### src/rtl/apb_pkg.sv
// Shared APB definitions: master FSM states, response codes, select-width helper.
package apb_pkg;

    typedef enum logic [1:0] {
        IDLE   = 2'd0,
        SETUP  = 2'd1,
        ACCESS = 2'd2
    } state_t;

    localparam logic [1:0] RSP_OK      = 2'b00;
    localparam logic [1:0] RSP_SLVERR  = 2'b01;
    localparam logic [1:0] RSP_TIMEOUT = 2'b10;
    localparam logic [1:0] RSP_DECERR  = 2'b11;

    // Number of upper address bits needed to pick one of n slaves (at least 1).
    function automatic int sel_width(input int unsigned n);
        if (n <= 32'd1) return 1;
        return $clog2(n);
    endfunction

endpackage

### src/rtl/apb_slave_decode.sv
// Slave-select decode and return-path mux for an APB segment of NUM_SLV slaves.
module apb_slave_decode
    import apb_pkg::*;
#(
    parameter int unsigned DATA_W  = 8,
    parameter int unsigned NUM_SLV = 2,
    localparam int unsigned SEL_W  = sel_width(NUM_SLV)
) (
    input  logic [SEL_W-1:0]          sel_bits,
    input  logic [SEL_W-1:0]          mux_idx,
    input  logic [NUM_SLV*DATA_W-1:0] prdata,
    input  logic [NUM_SLV-1:0]        pready,
    input  logic [NUM_SLV-1:0]        pslverr,
    output logic                      hit_c,
    output logic [NUM_SLV-1:0]        sel_c,
    output logic [DATA_W-1:0]         rdata_c,
    output logic                      ready_c,
    output logic                      slverr_c
);

    // Address bits to one-hot select; out-of-range indices decode to no slave.
    always_comb begin
        hit_c = (32'(sel_bits) < NUM_SLV);
        sel_c = '0;
        for (int i = 0; i < int'(NUM_SLV); i++) begin
            sel_c[i] = (sel_bits == SEL_W'(i));
        end
    end

    // Return-path mux: only the indexed slave's data, ready and error are visible.
    always_comb begin
        rdata_c  = '0;
        ready_c  = 1'b0;
        slverr_c = 1'b0;
        for (int i = 0; i < int'(NUM_SLV); i++) begin
            if (mux_idx == SEL_W'(i)) begin
                rdata_c  = prdata[i*DATA_W +: DATA_W];
                ready_c  = pready[i];
                slverr_c = pslverr[i];
            end
        end
    end

endmodule

### src/rtl/apb_master_n.sv
// APB master: valid/ready request port to APB transfers on NUM_SLV slaves,
// with PREADY timeout and one response per request.
module apb_master_n
    import apb_pkg::*;
#(
    parameter int unsigned ADDR_W  = 8,
    parameter int unsigned DATA_W  = 8,
    parameter int unsigned NUM_SLV = 2,
    parameter int unsigned TIMEOUT = 15
) (
    input  logic                      PCLK,
    input  logic                      PRESET,
    input  logic                      req_valid,
    output logic                      req_ready,
    input  logic                      req_write,
    input  logic [ADDR_W-1:0]         req_addr,
    input  logic [DATA_W-1:0]         req_wdata,
    output logic                      rsp_valid,
    output logic [DATA_W-1:0]         rsp_rdata,
    output logic [1:0]                rsp_err,
    output logic [NUM_SLV-1:0]        PSEL,
    output logic                      PENABLE,
    output logic                      PWRITE,
    output logic [ADDR_W-1:0]         PADDR,
    output logic [DATA_W-1:0]         PWDATA,
    input  logic [NUM_SLV*DATA_W-1:0] PRDATA,
    input  logic [NUM_SLV-1:0]        PREADY,
    input  logic [NUM_SLV-1:0]        PSLVERR
);

    localparam int unsigned SEL_W   = sel_width(NUM_SLV);
    localparam int unsigned CNT_W   = (TIMEOUT == 0) ? 1 : $clog2(TIMEOUT + 1);
    localparam int unsigned TO_LAST = (TIMEOUT == 0) ? 0 : TIMEOUT - 1;

    state_t               state;
    logic [SEL_W-1:0]     sel_idx;
    logic [CNT_W-1:0]     cnt;
    logic [SEL_W-1:0]     req_sel_bits;
    logic                 dec_hit_c;
    logic [NUM_SLV-1:0]   dec_sel_c;
    logic [DATA_W-1:0]    slv_rdata_c;
    logic                 slv_ready_c;
    logic                 slv_err_c;

    assign req_sel_bits = req_addr[ADDR_W-1 -: SEL_W];

    apb_slave_decode #(
        .DATA_W  (DATA_W),
        .NUM_SLV (NUM_SLV)
    ) u_decode (
        .sel_bits (req_sel_bits),
        .mux_idx  (sel_idx),
        .prdata   (PRDATA),
        .pready   (PREADY),
        .pslverr  (PSLVERR),
        .hit_c    (dec_hit_c),
        .sel_c    (dec_sel_c),
        .rdata_c  (slv_rdata_c),
        .ready_c  (slv_ready_c),
        .slverr_c (slv_err_c)
    );

    // Transfer FSM with timeout counter; every output is a register.
    always_ff @(posedge PCLK or negedge PRESET) begin
        if (!PRESET) begin
            state     <= IDLE;
            sel_idx   <= '0;
            cnt       <= '0;
            req_ready <= 1'b0;
            rsp_valid <= 1'b0;
            rsp_rdata <= '0;
            rsp_err   <= RSP_OK;
            PSEL      <= '0;
            PENABLE   <= 1'b0;
            PWRITE    <= 1'b0;
            PADDR     <= '0;
            PWDATA    <= '0;
        end else begin
            rsp_valid <= 1'b0;
            case (state)
                IDLE: begin
                    req_ready <= 1'b1;
                    if (req_valid && req_ready) begin
                        PADDR  <= req_addr;
                        PWRITE <= req_write;
                        PWDATA <= req_wdata;
                        if (dec_hit_c) begin
                            state     <= SETUP;
                            req_ready <= 1'b0;
                            PSEL      <= dec_sel_c;
                            sel_idx   <= req_sel_bits;
                            cnt       <= '0;
                        end else begin
                            // No slave behind this address: answer without bus activity.
                            rsp_valid <= 1'b1;
                            rsp_err   <= RSP_DECERR;
                            rsp_rdata <= '0;
                        end
                    end
                end
                SETUP: begin
                    state   <= ACCESS;
                    PENABLE <= 1'b1;
                end
                ACCESS: begin
                    if (slv_ready_c) begin
                        state     <= IDLE;
                        req_ready <= 1'b1;
                        PSEL      <= '0;
                        PENABLE   <= 1'b0;
                        rsp_valid <= 1'b1;
                        rsp_err   <= slv_err_c ? RSP_SLVERR : RSP_OK;
                        rsp_rdata <= (!PWRITE && !slv_err_c) ? slv_rdata_c : '0;
                    end else if ((TIMEOUT != 0) && (cnt == CNT_W'(TO_LAST))) begin
                        state     <= IDLE;
                        req_ready <= 1'b1;
                        PSEL      <= '0;
                        PENABLE   <= 1'b0;
                        rsp_valid <= 1'b1;
                        rsp_err   <= RSP_TIMEOUT;
                        rsp_rdata <= '0;
                    end else if (cnt != CNT_W'(TIMEOUT)) begin
                        cnt <= cnt + CNT_W'(1);
                    end
                end
                default: begin
                    state   <= IDLE;
                    PSEL    <= '0;
                    PENABLE <= 1'b0;
                end
            endcase
        end
    end

endmodule

### config.mk
export PLATFORM = sky130hd
export DESIGN_NAME = apb_master_n
export DESIGN_NICKNAME = d
export VERILOG_FILES = /design/src/rtl/apb_pkg.sv /design/src/rtl/apb_slave_decode.sv /design/src/rtl/apb_master_n.sv
export SDC_FILE = /design/constraint.sdc
export NUM_CORES = 1
export LEC_CHECK = 0
export ABC_AREA = 1
export CAP_MARGIN = 20
export CORE_MARGIN = 3
export CORE_UTILIZATION = 43
export CTS_CLUSTER_DIAMETER = 120
export DETAILED_ROUTE_END_ITERATION = 8
export GPL_TIMING_DRIVEN = 0
export PLACE_DENSITY = 0.81
export SLEW_MARGIN = 5
export SYNTH_ARGS = -nofsm -noshare
export SYNTH_HDL_FRONTEND = slang
export SYNTH_HIERARCHICAL = 1
export SYNTH_SLANG_ARGS = --single-unit
### constraint.sdc
create_clock -name PCLK -period 1.65 [get_ports PCLK]
set_input_delay 0.33 -clock PCLK [delete_from_list [all_inputs] [get_ports PCLK]]
set_output_delay 0.33 -clock PCLK [all_outputs]
set_load 0.02 [all_outputs]
# ---- Word level (Yosys, flattened, before mapping)
# Cells that the tools add are included.
dict set report word_totals {
  register_bits 39
  input_bits 40
  out_inout_bits 32
  word_cells 69
}
dict set report classes {
  addsub 1
  eq_ne 9
  mux 30
  bitwise_logic 3
  reduce_logical 14
}
# cell count
set ops {}
lappend ops {{two-way mux 8 bit} 4}
lappend ops {{two-way mux 4 bit} 4}
lappend ops {{two-way mux 2 bit} 6}
lappend ops {{case mux 2 bit (3 select lines)} 2}
lappend ops {{two-way mux 1 bit} 11}
lappend ops {{AND reduction 2 bit} 5}
lappend ops {{!= test 2 bit, second input constant} 4}
lappend ops {{case mux 4 bit (2 select lines)} 1}
lappend ops {{AND reduction 5 bit} 1}
lappend ops {{adder 4 x 1 -> 4 bit, second input constant} 1}
lappend ops {{== test 4 bit, second input constant} 1}
lappend ops {{!= test 4 bit, second input constant} 1}
lappend ops {{nonzero test 2 bit} 2}
lappend ops {{!= test 3 bit, second input constant} 1}
lappend ops {{inverter 1 bit} 3}
lappend ops {{case mux 1 bit (3 select lines)} 1}
lappend ops {{AND reduction 3 bit} 1}
lappend ops {{== test 2 x 1 -> 1 bit, second input constant} 1}
lappend ops {{== test 2 bit, second input constant} 1}
lappend ops {{logical AND 1 bit} 2}
lappend ops {{zero test 1 bit} 2}
lappend ops {{zero test 2 bit} 1}
lappend ops {{case mux 1 bit (2 select lines)} 1}

# ---- Depth between registers and ports, before layout
# Gate-level depths: netlist (run 1).
dict set report logic_depth {
  ltp_word 5
  mapped_depth 9
}

# ---- Modules after synthesis
# The synthesis (run 1) kept the hierarchy.
# module instances cells_per_inst area_per_inst_um2 seq_area_each_um2
set modules_own_cells {}
lappend modules_own_cells {apb_master_n 1 204 1711.6 975.9}
lappend modules_own_cells {apb_slave_decode 1 36 150.1 0.0}

# ---- Worst setup path after synthesis (run 1)
# No wires, ideal clock.
dict set report synth_path {
  path_type {flip-flop to flip-flop}
  startpoint {reg cnt[0]}
  endpoint {reg rsp_err[0]}
  setup_ns 0.120
  arrival_time_ns 1.194
  setup_slack_ns 0.336
  path_stages_with_launch 9
  path_buffers 0
  period_less_slack_ns 1.314
  cell_sequence {dfrtp_1 > inv_1 > ha_1 > nand3_1 > nand2_1 > nand2_1 > nand2_1 > nor2_1 > nor2_1}
}
dict set report synth_via {
  elab_chain_len 3
}
# item line_no
set synth_lines {}
lappend synth_lines {{from (decl)} apb_master_n.sv:37} ;# logic [CNT_W-1:0] cnt;
lappend synth_lines {{from (signal assigned)} apb_master_n.sv:123} ;# cnt <= cnt + CNT_W'(1);
lappend synth_lines {{== test 4 bit} apb_master_n.sv:114} ;# end else if ((TIMEOUT != 0) && (cnt == CNT_W'(TO_LAST))) begin
lappend synth_lines {{nonzero test 2 bit (no line)} --}
lappend synth_lines {{AND reduction 2 bit (no line)} --}
lappend synth_lines {{to (signal assigned)} apb_master_n.sv:112} ;# rsp_err <= slv_err_c ? RSP_SLVERR : RSP_OK;
lappend synth_lines {{to (decl)} apb_master_n.sv:20} ;# output logic [1:0] rsp_err,
# Every way passes these cells.
# A chain may end at the register's enable or synchronous reset.

# ---- Final worst setup path (run 1)
dict set report layout_path {
  startpoint {reg PWDATA[7]}
  endpoint {out PWDATA[7]}
}
# item line_no
set layout_rtl {}
lappend layout_rtl {{from (decl)} apb_master_n.sv:25} ;# output logic [DATA_W-1:0] PWDATA,
lappend layout_rtl {{from (signal assigned)} apb_master_n.sv:86} ;# PWDATA <= req_wdata;
# No word-level cell between the ends.

==> PnR_summary.wiki, run 1 <==
{| class="wikitable"
! Metric !! Value
|-
| Max Cap Viol || 0
|-
| Top cells by instance count after synthesis || nand2_1 (114), dfrtp_1 (39), nand3_1 (30)
|-
| Dominant register cell in the synthesized netlist || dfrtp_1
|-
| Share of the clock period used by the worst path || 0.971
|-
| Count of filler cells inserted in the layout || 349
|-
| Max stage delay cell, worst path || clkdlybuf4s50_1
|-
| Clock-pin slew of the registers on the worst-case setup and hold paths || 0.08 ns
|-
| Number of standard cells in the layout, taps in and fillers out || 370
|-
| Count of port buffers added during placement || 71
|-
| Synth unique cells || 21
|-
| Number of nets with antenna violations after detailed routing || 0
|-
| Largest cells by area after synthesis || dfrtp_1 (52%), nand2_1 (23%), nand3_1 (8.1%)
|-
| Count of clock tree sinks || 39
|-
| Wire length of the first global-routing pass || 8020 um
|-
| Gate Count Post-Synth || 240
|-
| Number of synthesized flops with an enable pin || 0
|-
| Setup Crit Path Kind || flop to primary output
|-
| Post-synthesis net count || 282
|-
| Cell-by-cell trace of the critical path || clkdlybuf4s50_1
|-
| GRT Total Usage || 0.197
|-
| Type of element launching the critical path || flop
|-
| Total vias in the final route || 1,749
|-
| Fmax || 624 MHz
|-
| Total Power || 4.82 mW
|-
| WL final || 4690 um
|-
| Delay contributed by the slowest stage of the critical path || 0.62 ns
|-
| Routability Congestion || 0.778
|-
| Arrival @ worst endpoint || 1.27 ns
|-
| Ports placed on the boundary || 72
|-
| Maximum fanout along the worst path || 2
|-
| Nets || 362
|-
| Fraction of layout cells with a size suffix above 1 || 0.0813
|-
| Placed wire-length estimate || 3540 um
|-
| Full die area || 0.00516 mm2
|-
| Leftover overflow at the end of global routing || 0
|-
| Number of antenna violations at the first check in global routing || 0
|-
| IR Drop Worst-Case VDD || 0.883 mV
|-
| DRC || 0
|-
| Setup tns final || 0 ns
|-
| Family with the most delay on the worst path || buffers and inverters
|-
| Sequential area share after synthesis || 0.524
|-
| Status || finished, final reports clean
|-
| Synth Register Bits || 39
|-
| Number of buffers created by CTS || 5
|-
| Total standard cell area after synthesis || 0.00186 mm2
|-
| Per-cell routed wire length || 12.7 um
|-
| Classification of the worst-slack hold path || input pin to asynchronous set/reset pin
|-
| Via density per instance || 4.73
|-
| CTS tree || built
|-
| Final Setup Violations || 0
|-
| Count of synthesis-stage warnings from yosys || 6
|-
| Number of design-rule violations left by the first detailed-router iteration || 109
|-
| Clock buffer depth || 2
|-
| Share of synthesized flip-flops with an asynchronous set or reset || 1.00
|-
| Post-synthesis area per instance || 7.76 um2
|-
| Die H || 71.8 um
|-
| Cell type with the highest aggregate area in the netlist || dfrtp_1
|-
| Buffers and inverters on the worst path || 1
|-
| Clock latency on the worst-skew pair || 0.29 ns
|-
| Clock period minus worst slack || 1.60 ns
|-
| Relative area change from synthesis to final layout || 49.9%
|-
| Area fraction of the dominant cell type after synthesis || 0.524
|-
| H-tree levels || 2
|-
| PwrDens || 1730 mW/mm2
|-
| Data required time at the worst endpoint || 1.32 ns
|-
| Clock root buffer || clkbuf_8
|-
| Maximum number of pins on one net before global-route repair || 27
|-
| Worst-case clock skew || 0.00653 ns
|-
| Die Span X || 71.8 um
|-
| Antenna cell count || 0
|-
| Leading cell type by number of instances after synthesis || nand2_1
|-
| Core Footprint || 0.00409 mm2
|-
| Starting Density || 0.456
|-
| Final Hold Fails || 0
|-
| Total count of max-transition violations in the final report || 0
|-
| Leakage dissipation || 1.45 nW
|-
| Vias in the first global route || 1,780
|-
| Inst Count DP || 362
|-
| Crit. End Element || primary output
|-
| Final design utilization || 0.683
|-
| Number of rows in the core area || 23
|-
| RSZ-0062 raised after global routing || no
|-
| DR pass1 iterations || 4
|}
## final cells by class
| type | instances | area (um2) | share of cell area |
|---|---|---|---|
| sequential | 39 | 976 | 0.350 |
| buffer | 7 | 45.0 | 0.0161 |
| tap | 50 | 62.6 | 0.0224 |
| timing repair buffer | 73 | 747 | 0.268 |
| clock buffer | 5 | 68.8 | 0.0247 |
| multi-input combinational | 179 | 797 | 0.286 |
| inverter | 15 | 56.3 | 0.0202 |
| clock inverter | 2 | 37.5 | 0.0135 |
## placed cells by master (no fill, tap or decap), drive strengths merged
cell type	count
a21oi	4
buf	8
bufinv	1
clkbuf	6
clkdlybuf4s50	64
clkinvlp	1
conb	1
dfrtp	39
dlygate4sd2	1
dlygate4sd3	1
dlymetal6s2s	5
ha	2
inv	15
nand2	114
nand3	31
nand4	5
nor2	17
nor3	2
o21ai	2
xnor2	1
## kinds of logic after synthesis
family | count (synthesis) | share of synthesized area
DFF | 39 | 0.524
buffers and inverters | 22 | 0.0544
AOI/OAI and AO/OA | 6 | 0.0161
and+or+nand+nor | 169 | 0.385
adders and majority gates | 2 | 0.0134
other | 1 | 0.00201
xor gates and xnor gates | 1 | 0.00471
## timing repair
action | in CTS | in global routing
endpoints found under the setup margin | 1 | 14
hold buffers | 1 | 0
buffers inserted | 0 | 0
hold endpoints to repair | 13 | 0
resized for setup | 1 | 9
## through the flow
step	cell area [um2]	worst slack (ns)	hold WS (ns)
after floorplan	1860	0.336	0.0344
after global placement	2640	-0.681	0.454
after detailed placement	2650	-0.180	0.272
after CTS	2770	0.0240	0.477
after global routing	2790	0.00202	0.503
final	2790	0.0473	0.476
## flip-flops by register name (all words and copies together), names as in the netlist
name and count:
PADDR 8, rsp_rdata 8, rsp_valid 1, rsp_err 2, PSEL 2, sel_idx 1, state 2, PWRITE 1
req_ready 1, PWDATA 8, cnt 4, PENABLE 1
## where the power goes
group          internal (mW)  switching [mW]  total [mW]  leakage [nW]
logic                   1.03            1.40        2.43         0.909
registers               1.35           0.273        1.62         0.493
clock network          0.442           0.336       0.778        0.0502
## path summary, 6_finish.rpt
check	startpoint	end	slack, ns	cells past startpoint
hold / removal	PRESET	rsp_err[1]$_DFFE_PN0P_	0.48	2
min in group PCLK	PADDR[1]$_DFFE_PN0P_	PADDR[1]$_DFFE_PN0P_	0.48	2
hold reg to reg	PADDR[1]$_DFFE_PN0P_	PADDR[1]$_DFFE_PN0P_	0.48	2
max in group asynchronous	PRESET	rsp_rdata[4]$_DFFE_PN0P_	0.72	3
setup / recovery	PWDATA[7]$_DFFE_PN0P_	PWDATA[7]	0.05	1
setup reg to reg	sel_idx$_DFFE_PN0P_	rsp_err[0]$_DFFE_PN0P_	0.18	9
## per-layer routing
metal  global-route usage  part of all wire  vias to the layer above
met5                    0                 0                        -
met4               0.0626             0.016                        0
li1                     -                 -                      911
met3               0.0631             0.061                        7
met1                0.246              0.45                      783
met2                0.326              0.48                       48
Power figures use the tool's default switching activity.
==> inputs of run 2 (changes only) <==
--- a/config.mk
+++ b/config.mk
@@ -8,11 +8,11 @@
 export ABC_AREA = 1
 export CAP_MARGIN = 20
 export CORE_MARGIN = 3
-export CORE_UTILIZATION = 43
-export CTS_CLUSTER_DIAMETER = 120
+export CORE_UTILIZATION = 30
+export CTS_CLUSTER_DIAMETER = 60
 export DETAILED_ROUTE_END_ITERATION = 8
 export GPL_TIMING_DRIVEN = 0
-export PLACE_DENSITY = 0.81
+export PLACE_DENSITY = 0.6
 export SLEW_MARGIN = 5
 export SYNTH_ARGS = -nofsm -noshare
 export SYNTH_HDL_FRONTEND = slang
==> run 2 against run 1 <==
- register-to-register slack hardly changed
- sequential share of layout area stayed put
- highest routed layer unchanged
- critical path depth stayed put
- routed wire length is 0.62% lower
- first-iteration DRC count is 37% lower
- critical endpoint is now rsp_rdata[1]
- the run now ends with negative hold slack left
==> PnR_summary.wiki, run 2 (synthesis results as in run 1) <==
{| class="wikitable"
! Metric !! Value
|-
| Full die area || 0.00719 mm2
|-
| Via density per instance || 4.41
|-
| Stages on worst setup path || 1
|-
| Clock latency on the worst-skew pair || 0.29 ns
|-
| Nets || 361
|-
| Number of antenna violations at the first check in global routing || 0
|-
| Starting Density || 0.313
|-
| Leftover overflow at the end of global routing || 0
|-
| Antenna cell count || 0
|-
| H-tree levels || 2
|-
| Most frequent standard cell in the layout excluding fill and tap cells || nand2_1
|-
| Buffers and inverters on the worst path || 1
|-
| Share of the clock period used by the worst path || 0.974
|-
| Start point of the critical path || rsp_rdata[1]$_DFFE_PN0P_
|-
| Clock-pin slew of the registers on the worst-case setup and hold paths || 0.08 ns
|-
| Data required time at the worst endpoint || 1.32 ns
|-
| Ports placed on the boundary || 72
|-
| Layout Cell Area excl Fill || 0.00279 mm2
|-
| Setup Crit Path Kind || flop to primary output
|-
| Clock period minus worst slack || 1.61 ns
|-
| Final hold slack || -0.00992 ns
|-
| Global Route met1 Usage || 0.173
|-
| Number of nets with antenna violations after detailed routing || 0
|-
| Core Footprint || 0.00596 mm2
|-
| Fraction of layout cells with a size suffix above 1 || 0.0784
|-
| Final Setup Violations || 0
|-
| Met3 Usage GRT || 0.0520
|-
| DRC || 0
|-
| Length in cells of the worst reg-to-reg path || 9
|-
| Worst-case clock skew || 0.00896 ns
|-
| Crit. End Element || primary output
|-
| Relative area change from synthesis to final layout || 49.9%
|-
| Total Power || 4.63 mW
|-
| DR pass1 iterations || 4
|-
| Cell-by-cell trace of the critical path || clkdlybuf4s50_1
|-
| Fmax || 622 MHz
|-
| Clock buffer depth || 2
|-
| Wire length of the first global-routing pass || 7980 um
|-
| Classification of the worst-slack hold path || input pin to asynchronous set/reset pin
|-
| Arrival @ worst endpoint || 1.28 ns
|-
| Commonest cells after routing, fill and taps aside || nand2_1 (112), clkdlybuf4s50_1 (63), dfrtp_1 (39)
|-
| Clock root buffer || clkbuf_8
|-
| Capture point of the worst reg-to-reg path || rsp_err[0]$_DFFE_PN0P_
|-
| IR Drop Worst-Case VDD || 0.854 mV
|-
| Family with the most delay on the worst path || buffers and inverters
|-
| Total vias in the final route || 1,736
|-
| Layer carrying the most global-route usage || met2
|-
| WL final || 4660 um
|-
| Count of port buffers added during placement || 71
|-
| Worst Setup EP || rsp_rdata[1]
|-
| Max Cap Viol || 0
|-
| CTS tree || built
|-
| PwrDens || 1660 mW/mm2
|-
| Maximum number of pins on one net before global-route repair || 21
|-
| Number of standard cells in the layout, taps in and fillers out || 394
|-
| Count of clock tree sinks || 39
|-
| Setup bufs post-CTS || 0
|-
| Number of rows in the core area || 28
|-
| Placed wire-length estimate || 3510 um
|-
| RSZ-0062 raised after global routing || no
|-
| GRT Total Usage || 0.140
|-
| Total of hold buffers inserted after clock tree synthesis || 0
|-
| Final Hold Fails || 19
|-
| Total count of max-transition violations in the final report || 0
|-
| Max stage delay cell, worst path || clkdlybuf4s50_1
|-
| Routability Congestion || 0.715
|-
| Top flop regs || PADDR (8), PWDATA (8), rsp_rdata (8)
|-
| Delay contributed by the slowest stage of the critical path || 0.63 ns
|-
| Maximum fanout along the worst path || 2
|-
| Count of filler cells inserted in the layout || 612
|-
| Gates resized, CTS repair || 2
|-
| Met2 Track Usage GR || 0.225
|-
| Area post-placement || 0.00269 mm2
|-
| Per-cell routed wire length || 11.8 um
|-
| Minimum setup slack among reg-to-reg paths || 0.18 ns
|-
| Type of element launching the critical path || flop
|-
| Die Span X || 84.8 um
|-
| Post-Place Worst Slack || -0.186 ns
|-
| Status || complete, but fails checks
|-
| Setup WS post-layout || 0.0421 ns
|-
| Number of buffers created by CTS || 5
|-
| Inst Count DP || 387
|-
| Die H || 84.8 um
|-
| Vias in the first global route || 1,741
|-
| Number of design-rule violations left by the first detailed-router iteration || 69
|-
| Leakage dissipation || 1.45 nW
|-
| Startpoint of the worst-slack reg-to-reg timing path || sel_idx$_DFFE_PN0P_
|-
| Failing checks || negative hold slack
|}
run 2: final cells by class:
class | count | area, um2 | share of cell area
flip-flops and latches | 39 | 976 | 0.350
multi-input cells | 179 | 793 | 0.284
repair buffers | 72 | 743 | 0.266
well taps | 75 | 93.8 | 0.0336
clock buffers | 5 | 68.8 | 0.0247
inverters | 15 | 56.3 | 0.0202
plain buffers | 7 | 45.0 | 0.0161
clock inverters | 2 | 13.8 | 0.00493
run 2: routing by layer:
metal  wire length, um  part of all wire
met5                 0                 0
met4                70             0.015
met3               345             0.074
met1              2090              0.45
met2              2160              0.46
run 2: worst register-to-register path, stage by stage, from the launching register on:
cell,delay [ns]
dfrtp_1,0.42
buf_6,0.16
nand2_1,0.06
nand2_1,0.12
inv_1,0.10
nand2_1,0.06
nand2_2,0.17
nand2_1,0.12
nor2_1,0.12
nor2_1,0.05
run 2: power by group:
part	total (mW)	leakage (nW)	internal, mW	switching [mW]
Sequential	1.60	0.493	1.35	0.254
Combinational	2.40	0.915	1.02	1.38
Clock	0.634	0.0440	0.289	0.345
run 2: through the flow:
| step | hold slack [ns] | TNS (ns) | util |
|---|---|---|---|
| after floorplan | 0.0344 | 0 | - |
| after global placement | 0.454 | -32.51 | 0.448 |
| after detailed placement | 0.329 | -2.44 | 0.451 |
| after CTS | 0.00537 | 0 | 0.465 |
| after global routing | 0.0171 | 0 | 0.468 |
| final | -0.00992 | 0 | 0.468 |
run 2: worst min path at each step:
| stage | start | end | slack [ns] |
|---|---|---|---|
| 6_report | PRESET | PADDR[6]$_DFFE_PN0P_ | -0.01 |
| 2_1_floorplan | PRESET | PADDR[0]$_DFFE_PN0P_ | 0.03 |
| 3_5_place_dp | PRESET | PADDR[6]$_DFFE_PN0P_ | 0.33 |
| 4_1_cts | PRESET | PADDR[6]$_DFFE_PN0P_ | 0.005 |
| 3_3_place_gp | PWDATA[4]$_DFFE_PN0P_ | PWDATA[4]$_DFFE_PN0P_ | 0.45 |
| 5_1_grt | PRESET | PADDR[3]$_DFFE_PN0P_ | 0.02 |
==> inputs of run 3 (changes only) <==
--- a/config.mk
+++ b/config.mk
@@ -7,7 +7,7 @@
 export LEC_CHECK = 0
 export ABC_AREA = 1
 export CAP_MARGIN = 20
-export CORE_MARGIN = 3
+export CORE_ASPECT_RATIO = 0.75
 export CORE_UTILIZATION = 30
 export CTS_CLUSTER_DIAMETER = 60
 export DETAILED_ROUTE_END_ITERATION = 8
==> run 3 against run 2 <==
- global-route usage rose by 1.5 points
- the flow now finishes without violations
- critical path depth did not move
- highest routed layer unchanged
- combinational power barely moved
==> PnR_summary.wiki, run 3 (synthesis results as in run 1) <==
{| class="wikitable"
! Metric !! Value
|-
| RSZ-0062 raised after global routing || no
|-
| Per-cell routed wire length || 11.4 um
|-
| Die Span X || 93.0 um
|-
| Setup tns final || 0 ns
|-
| Final Setup Violations || 0
|-
| Die H || 70.2 um
|-
| Combinational share of power || 0.511
|-
| Part of the power in registers || 0.343
|-
| Total Power || 4.66 mW
|-
| Core Footprint || 0.00589 mm2
|-
| Cell-by-cell trace of the critical path || clkdlybuf4s50_1
|-
| Share of the clock period used by the worst path || 0.968
|-
| Type of element launching the critical path || flop
|-
| Count of port buffers added during placement || 71
|-
| Placed wire-length estimate || 3380 um
|-
| Delay contributed by the slowest stage of the critical path || 0.61 ns
|-
| Clock buffer depth || 2
|-
| Max stage delay cell, worst path || clkdlybuf4s50_1
|-
| Wire length of the first global-routing pass || 7850 um
|-
| IR Drop Worst-Case VDD || 0.860 mV
|-
| Classification of the worst-slack hold path || input pin to asynchronous set/reset pin
|-
| Met1 Routed Length || 2140 um
|-
| Via density per instance || 4.35
|-
| Arrival @ worst endpoint || 1.27 ns
|-
| P_int || 2.69 mW
|-
| Commonest cells after routing, fill and taps aside || nand2_1 (112), clkdlybuf4s50_1 (57), dfrtp_1 (39)
|-
| CTS tree || built
|-
| Crit. End Element || primary output
|-
| Full die area || 0.00653 mm2
|-
| WL final || 4550 um
|-
| Routed wl met3 || 372 um
|-
| Top flop regs || PADDR (8), PWDATA (8), rsp_rdata (8)
|-
| Count of clock tree sinks || 39
|-
| Fmax || 626 MHz
|-
| Antenna cell count || 0
|-
| Ports placed on the boundary || 72
|-
| DRC || 0
|-
| GRT Total Usage || 0.155
|-
| Top routing layer in use || met4
|-
| Clock period minus worst slack || 1.60 ns
|-
| Nets || 362
|-
| Number of standard cells in the layout, taps in and fillers out || 398
|-
| Final Hold Fails || 0
|-
| Status || finished, final reports clean
|-
| Number of rows in the core area || 24
|-
| Number of antenna violations at the first check in global routing || 0
|-
| Number of nets with antenna violations after detailed routing || 0
|-
| Leftover overflow at the end of global routing || 0
|-
| Family with the most delay on the worst path || buffers and inverters
|-
| Maximum fanout along the worst path || 2
|-
| Area post-placement || 0.00269 mm2
|-
| Detailed-routed wire length on met2 || 2020 um
|-
| Routability Congestion || 0.763
|-
| Total vias in the final route || 1,733
|-
| Sw Ratio || 0.423
|-
| H-tree levels || 2
|-
| Clock-pin slew of the registers on the worst-case setup and hold paths || 0.08 ns
|-
| Setup Crit Path Kind || flop to primary output
|-
| Total count of max-transition violations in the final report || 0
|-
| Starting Density || 0.316
|-
| DR pass1 iterations || 4
|-
| Most frequent standard cell in the layout excluding fill and tap cells || nand2_1
|-
| Layout Cell Area excl Fill || 0.00282 mm2
|-
| Worst-case clock skew || 0.0152 ns
|-
| Inst Count DP || 390
|-
| Final hold slack || 0.375 ns
|-
| PwrDens || 1650 mW/mm2
|-
| Max Cap Viol || 0
|-
| Relative area change from synthesis to final layout || 51.5%
|-
| Buffers and inverters on the worst path || 1
|-
| Clock power frac || 0.146
|-
| Clock root buffer || clkbuf_8
|-
| Data required time at the worst endpoint || 1.32 ns
|-
| Clock latency on the worst-skew pair || 0.29 ns
|-
| Number of design-rule violations left by the first detailed-router iteration || 83
|-
| Fraction of layout cells with a size suffix above 1 || 0.0750
|-
| Leakage dissipation || 1.54 nW
|-
| Vias in the first global route || 1,734
|-
| Number of buffers created by CTS || 5
|-
| Maximum number of pins on one net before global-route repair || 37
|-
| Switching power of the nets || 1.97 mW
|}
-- run 3: area by class of cell --
cell class | count | area, um2
flip-flops and latches | 39 | 976
repair buffers | 73 | 764
plain buffers | 7 | 45.0
clock inverters | 1 | 8.76
fillers | 612 | 3070
inverters | 15 | 56.3
multi-input cells | 179 | 790
well taps | 78 | 97.6
clock buffers | 6 | 82.6
-- run 3: per-stage QoR --
stage	utilization	setup slack, ns
after floorplan	-	0.336
after global placement	0.454	-0.757
after detailed placement	0.456	-0.213
after CTS	0.473	0.0101
after global routing	0.479	0.00121
final	0.479	0.0524
-- run 3: final timing paths --
| kind | cells after the start | from | endpoint | slack (ns) |
|---|---|---|---|---|
| hold / removal | 2 | PRESET | rsp_rdata[6]$_DFFE_PN0P_ | 0.38 |
| setup / recovery | 1 | rsp_rdata[0]$_DFFE_PN0P_ | rsp_rdata[0] | 0.05 |
| setup reg to reg | 7 | sel_idx$_DFFE_PN0P_ | cnt[0]$_DFFE_PN0P_ | 0.17 |
| max in group asynchronous | 3 | PRESET | PENABLE$_DFFE_PN0P_ | 0.85 |
| hold reg to reg | 2 | PSEL[0]$_DFFE_PN0P_ | PSEL[0]$_DFFE_PN0P_ | 0.47 |
| min in group PCLK | 2 | PSEL[0]$_DFFE_PN0P_ | PSEL[0]$_DFFE_PN0P_ | 0.47 |
-- run 3: timing repair --
item	4_1_cts	5_1_grt
pin swaps	0	0
gates resized for setup	1	14
hold buffers	1	0
hold endpoints to repair	3	0
setup endpoints to repair	1	15
buffers inserted	0	0
-- run 3: power by group through the flow --
stage          Combinational (mW)  Sequential [mW]  Clock (mW)
2_1_floorplan               0.928             2.03           0
3_3_place_gp                 2.40             1.62           0
3_5_place_dp                 2.42             1.62           0
4_1_cts                      2.42             1.61       0.700
5_1_grt                      2.64             1.66       0.758
6_report                     2.38             1.60       0.679
-- run 3: per-layer routing --
metal / track usage / up-vias
li1: - / 915
met1: 0.190 / 771
met2: 0.242 / 45
met3: 0.0773 / 2
met4: 0.0393 / 0
met5: 0 / -
